**config.mk**
```make
export PLATFORM = sky130hd
export DESIGN_NAME = h264invdc_transform_flat
export DESIGN_NICKNAME = d
export VERILOG_FILES = /design/src/rtl/h264invdc_transform_if.sv /design/src/rtl/h264invdc_transform.sv /design/src/flat_wrapper.sv
export SDC_FILE = /design/constraint.sdc
export NUM_CORES = 1
export LEC_CHECK = 0
export CORE_AREA = 2 2 160 162
export DETAILED_ROUTE_END_ITERATION = 7
export DIE_AREA = 0 0 162 164
export PLACE_DENSITY = 0.67
export SLEW_MARGIN = 30
export SYNTH_ARGS = -nofsm -noshare
export SYNTH_HDL_FRONTEND = slang
export SYNTH_SLANG_ARGS = --single-unit
```
**constraint.sdc**
```tcl
create_clock -name CLK -period 4.28 [get_ports CLK]
set_input_delay 0.428 -clock CLK [delete_from_list [all_inputs] [get_ports CLK]]
set_output_delay 0.428 -clock CLK [all_outputs]
set_load 0.005 [all_outputs]
```
**src/rtl/h264invdc_transform_if.sv**
```systemverilog
// Handshake bundle for the H.264 chroma DC inverse transform.
// master = surrounding logic (producer+consumer), slave = transform.
interface h264invdc_transform_if;
   logic        READYI;
   logic        ENABLE;
   logic [15:0] XXIN;
   logic        VALID;
   logic [15:0] YYOUT;
   logic        READYO;

   modport master (
      input  READYI, VALID, YYOUT,
      output ENABLE, XXIN, READYO
   );

   modport slave (
      output READYI, VALID, YYOUT,
      input  ENABLE, XXIN, READYO
   );
endinterface

```
**src/rtl/h264invdc_transform.sv**
```systemverilog
// H.264 2x2 chroma DC inverse transform, LOAD/CALC/OUT FSM.
// Define H264_INVDC_SATURATE_EN to saturate results instead of wrapping.
module h264invdc_transform #(
   parameter bit TOGETHER = 1'b0
) (
   input logic                   CLK,
   input logic                   RESET,
   h264invdc_transform_if.slave  bus
);

   typedef enum logic [1:0] {LOAD, CALC, OUT} state_t;

   state_t             state_q;
   logic [1:0]         icnt_q;
   logic [1:0]         ocnt_q;
   logic signed [15:0] c00_q;
   logic signed [15:0] c10_q;
   logic signed [17:0] f00_q, f01_q, f10_q, f11_q;
   logic signed [17:0] y00_q, y01_q, y10_q, y11_q;
   logic [15:0]        yy_q;
   logic               valid_q;

   logic               accept;
   logic               issue;
   logic signed [17:0] xin_w;
   logic signed [17:0] c00_w;
   logic signed [17:0] c10_w;
   logic signed [17:0] ysel;
   logic [15:0]        yy_d;

   assign bus.READYI = (state_q == LOAD) & ~RESET;
   assign bus.VALID  = valid_q;
   assign bus.YYOUT  = yy_q;

   assign accept = bus.ENABLE & bus.READYI;
   assign issue  = (state_q == OUT) &
                   (bus.READYO | (TOGETHER & (ocnt_q != 2'd0)));

   assign xin_w = {{2{bus.XXIN[15]}}, bus.XXIN};
   assign c00_w = {{2{c00_q[15]}}, c00_q};
   assign c10_w = {{2{c10_q[15]}}, c10_q};

   always_comb begin
      ysel = y00_q;
      unique case (ocnt_q)
         2'd0: ysel = y00_q;
         2'd1: ysel = y01_q;
         2'd2: ysel = y10_q;
         2'd3: ysel = y11_q;
      endcase
   end

`ifdef H264_INVDC_SATURATE_EN
   always_comb begin
      yy_d = ysel[15:0];
      if (ysel > 18'sd32767)
         yy_d = 16'h7FFF;
      else if (ysel < -18'sd32768)
         yy_d = 16'h8000;
   end
`else
   assign yy_d = ysel[15:0];
`endif

   always_ff @(posedge CLK) begin
      if (RESET) begin
         state_q <= LOAD;
         icnt_q  <= 2'd0;
         ocnt_q  <= 2'd0;
         c00_q   <= '0;
         c10_q   <= '0;
         f00_q   <= '0;
         f01_q   <= '0;
         f10_q   <= '0;
         f11_q   <= '0;
         y00_q   <= '0;
         y01_q   <= '0;
         y10_q   <= '0;
         y11_q   <= '0;
         yy_q    <= '0;
         valid_q <= 1'b0;
      end else begin
         valid_q <= 1'b0;
         unique case (state_q)
            LOAD: begin
               if (accept) begin
                  icnt_q <= icnt_q + 2'd1;
                  // Row stage folds in as each pair completes.
                  unique case (icnt_q)
                     2'd0: c00_q <= bus.XXIN;
                     2'd1: begin
                        f00_q <= c00_w + xin_w;
                        f01_q <= c00_w - xin_w;
                     end
                     2'd2: c10_q <= bus.XXIN;
                     2'd3: begin
                        f10_q   <= c10_w + xin_w;
                        f11_q   <= c10_w - xin_w;
                        state_q <= CALC;
                     end
                  endcase
               end
            end
            CALC: begin
               y00_q   <= f00_q + f10_q;
               y01_q   <= f01_q + f11_q;
               y10_q   <= f00_q - f10_q;
               y11_q   <= f01_q - f11_q;
               ocnt_q  <= 2'd0;
               state_q <= OUT;
            end
            OUT: begin
               if (issue) begin
                  yy_q    <= yy_d;
                  valid_q <= 1'b1;
                  ocnt_q  <= ocnt_q + 2'd1;
                  if (ocnt_q == 2'd3)
                     state_q <= LOAD;
               end
            end
            default: state_q <= LOAD;
         endcase
      end
   end

endmodule

```
**src/flat_wrapper.sv**
```systemverilog
// flat-port wrapper written by rule: the top's interface ports become plain ports
module h264invdc_transform_flat 
#(
   parameter bit TOGETHER = 1'b0
)
  (CLK, RESET, bus_READYI, bus_VALID, bus_YYOUT, bus_ENABLE, bus_XXIN, bus_READYO);
  h264invdc_transform_if bus_i ();
  input logic CLK;
  input logic RESET;
  output wire logic [$bits(bus_i.READYI)-1:0] bus_READYI;
  output wire logic [$bits(bus_i.VALID)-1:0] bus_VALID;
  output wire logic [$bits(bus_i.YYOUT)-1:0] bus_YYOUT;
  input wire logic [$bits(bus_i.ENABLE)-1:0] bus_ENABLE;
  input wire logic [$bits(bus_i.XXIN)-1:0] bus_XXIN;
  input wire logic [$bits(bus_i.READYO)-1:0] bus_READYO;
  assign bus_READYI = bus_i.READYI;
  assign bus_VALID = bus_i.VALID;
  assign bus_YYOUT = bus_i.YYOUT;
  assign bus_i.ENABLE = bus_ENABLE;
  assign bus_i.XXIN = bus_XXIN;
  assign bus_i.READYO = bus_READYO;
  h264invdc_transform #(.TOGETHER(TOGETHER)) u_core (.CLK(CLK), .RESET(RESET), .bus(bus_i));
endmodule
```
==> results.toml <==
[sta]
hold_viol_final = 0
setup_violations = 0
maxSlewViolCount = 0
final.min_clock_period_ps = 3084
fin_crit_sh_pct = 72.05
final.setup.tns_ps = 0
worst_hold_slack_ps = 455.4
fin_ws_ps = 1196
fmax_ghz = 0.3243
rsz0062_at_grt = "false"
worst_slew_pin_slew_ps = 941.7
skew_ps = 13.17
max_slew_margin_pct = 36.99

[outcome]
violations = "DRC"
status = "finished with violations"

[place]
dp_hpwl_mm = 24.79
dp_cells = 1870
dpl-instance-area_um2 = 12790
dp_slack_ps = 840.9
gp_congestion = 0.9488
port_buffers = 37

[detailed_routing]
drt_iter0_drc = 806
vias_per_cell = 5.803
wl_met2_mm = 15.18
drt_first_pass_iters = 8
vias = 11040
ant_nets = 0
wl_met1_mm = 16.01
route.met3.wl_mm = 1.267
wl_per_cell_um = 17.35
highest_layer = "met4"
wl_mm = 33.00
drc = 3

[floorplanning]
die-width_um = 162
start_util_pct = 49.65
ioPinCount = 38
dieArea_um2 = 26570
core_um2 = 24820
die_h_um = 164
num_rows = 58

[logic_synthesis]
synth_flop_cell = "dfxtp_1"
synthArstFlopShare_pct = 0
yosysWarnings = 0
synth_area_per_cell_um2 = 7.720
synth_cell_types = 71
syn_area_um2 = 12320
synth_edf_count = 0
synth_seq_area_share_pct = 28.92
synth-seq-cells = 178
postSynthCellCount = 1596
syn_nets = 1750

[final_layout]
antenna_cells = 0
layout_common_cells = "189 x nor2_1, 179 x a21oi_1, 178 x dfxtp_1, 147 x nand2_1, 125 x ha_1"
final_cell_area_um2 = 13370
final_common_cell = "nor2_1"
register_area_um2 = 3563
fin_nets = 1713
multi_input_area_um2 = 7998
nFillCells = 2449
fin_util_pct = 53.85
stdcell_count = 1902
syn_to_final_growth_pct = 8.469
drive_above_1_share_pct = 4.071

[global_route]
grt_pass1_vias = 10170
antenna_found_initial = 0
grt_max_degree = 80
grt_pass1_wl_mm = 53.44
track_usage_pct = 25.02
grt_overflow = 0

[clock_tree]
clockBufferDepth = 2
cts_root_buf = "clkbuf_16"
clock-sinks = 178
ctsHoldBuffers = 0
cts_made_buffers = 17
cts_setup_buffers = 0
post_cts_resize_count = 0
cts_max_level = 4
path_clk_slew_ps = 80
cts_tree = "done"
clk_latency_ps = 450

[power_and_ir_drop]
power.density_nw_per_um2 = 287.5
total_power_mw = 3.843
vdd_drop_max_mv = 0.2299
p_leak_nw = 5.174

[worst_hold_path]
whs_path_depth = 2
hold_path.class = "flop to flop"

[worst_setup_path]
arrival_ps = 3400
end_kind = "flop"
crit_path_start_kind = "primary input"
worstPathRequired_ps = 4600
critical_path_class = "primary input to flop"
worstRegToRegCells = 9
crit_path_max_fanout = 6

[job]
drv_cap = 0
## layout make-up
class / count / area share (%)
inverters: 99 / 2.780
multi-input cells: 1215 / 59.84
flip-flops and latches: 178 / 26.66
repair buffers: 48 / 3.370
clock buffers: 17 / 3.183
clock inverters: 15 / 1.077
well taps: 330 / 3.089
## where the power goes
part	internal, mW	switching (mW)
combinational	0.230	0.366
clock	0.774	0.772
sequential	1.68	0.0245
## registers in the layout, indices dropped and copies added, names as in the netlist
name              flops
u_core.f11_q         16
u_core.c10_q         16
u_core.ocnt_q         2
u_core.y00_q         15
u_core.f00_q         15
u_core.icnt_q         2
u_core.state_q        2
u_core.y10_q         15
u_core.f10_q         15
u_core.c00_q         16
u_core.y11_q         16
u_core.f01_q         16
u_core.bus.YYOUT     16
u_core.y01_q         15
u_core.bus.VALID      1
## layer usage
layer  global-route usage [%]  vias up
li1                         -     5537
met1                    34.93     5172
met2                    41.76      294
met3                    2.500       35
met4                    5.994        0
met5                        0        -
## path summary, 6_finish.rpt
path	startpoint	slack, ps	to
worst max-delay path	bus_XXIN[1]	1200	u_core.f10_q[14]
worst min register to register	u_core.y00_q[1]	460	u_core.y00_q[1]
worst max register to register	u_core.f11_q[8]	1360	u_core.y01_q[15]
worst min-delay path	u_core.y00_q[1]	460	u_core.y00_q[1]
## worst max-delay path, stage by stage
cell and delay (ps):
clkdlybuf4s50_1 530, buf_4 230, fa_1 440, nor2b_1 170, o311ai_1 450, a211oi_1 220, a211o_1 370, nor3_1 240
mux2i_1 220, o211ai_1 100
## cells by family after synthesis
kind of cell	share of synthesized area [%]
AO/OA/AOI/OAI	25.15
multiplexers	0.3250
flip-flops	28.92
XOR/XNOR	5.829
adder cells (fa/ha/maj)	14.09
buffers and inverters	6.275
AND/OR/NAND/NOR	19.40
## synth_stat cells (5+ instances only)
library cell | number | area share (%)
a211oi_1 | 49 | 3.0
a21o_1 | 14 | 0.85
a21oi_1 | 179 | 7.3
a221oi_1 | 6 | 0.43
a222oi_1 | 15 | 1.2
a22o_1 | 11 | 0.78
a311o_1 | 6 | 0.49
a31oi_1 | 14 | 0.71
and2_1 | 6 | 0.30
and3_1 | 7 | 0.36
and4_1 | 5 | 0.36
buf_1 | 10 | 0.30
buf_2 | 9 | 0.37
clkbuf_1 | 85 | 2.6
dfxtp_1 | 178 | 29
fa_1 | 8 | 1.3
ha_1 | 126 | 13
inv_1 | 97 | 3.0
nand2_1 | 148 | 4.5
nand2b_1 | 28 | 1.4
nand3_1 | 34 | 1.4
nor2_1 | 189 | 5.8
nor2b_1 | 21 | 1.1
nor3_1 | 36 | 1.5
nor3b_1 | 9 | 0.55
nor4_1 | 13 | 0.66
o211ai_1 | 5 | 0.30
o21a_1 | 15 | 0.91
o21ai_0 | 63 | 2.6
o21bai_1 | 13 | 0.79
o31a_1 | 6 | 0.43
o31ai_1 | 12 | 0.73
o41ai_1 | 8 | 0.57
or3_1 | 12 | 0.61
xnor2_1 | 58 | 4.1
xor2_1 | 24 | 1.7
Note: power is estimated with default switching activity, not from simulation.
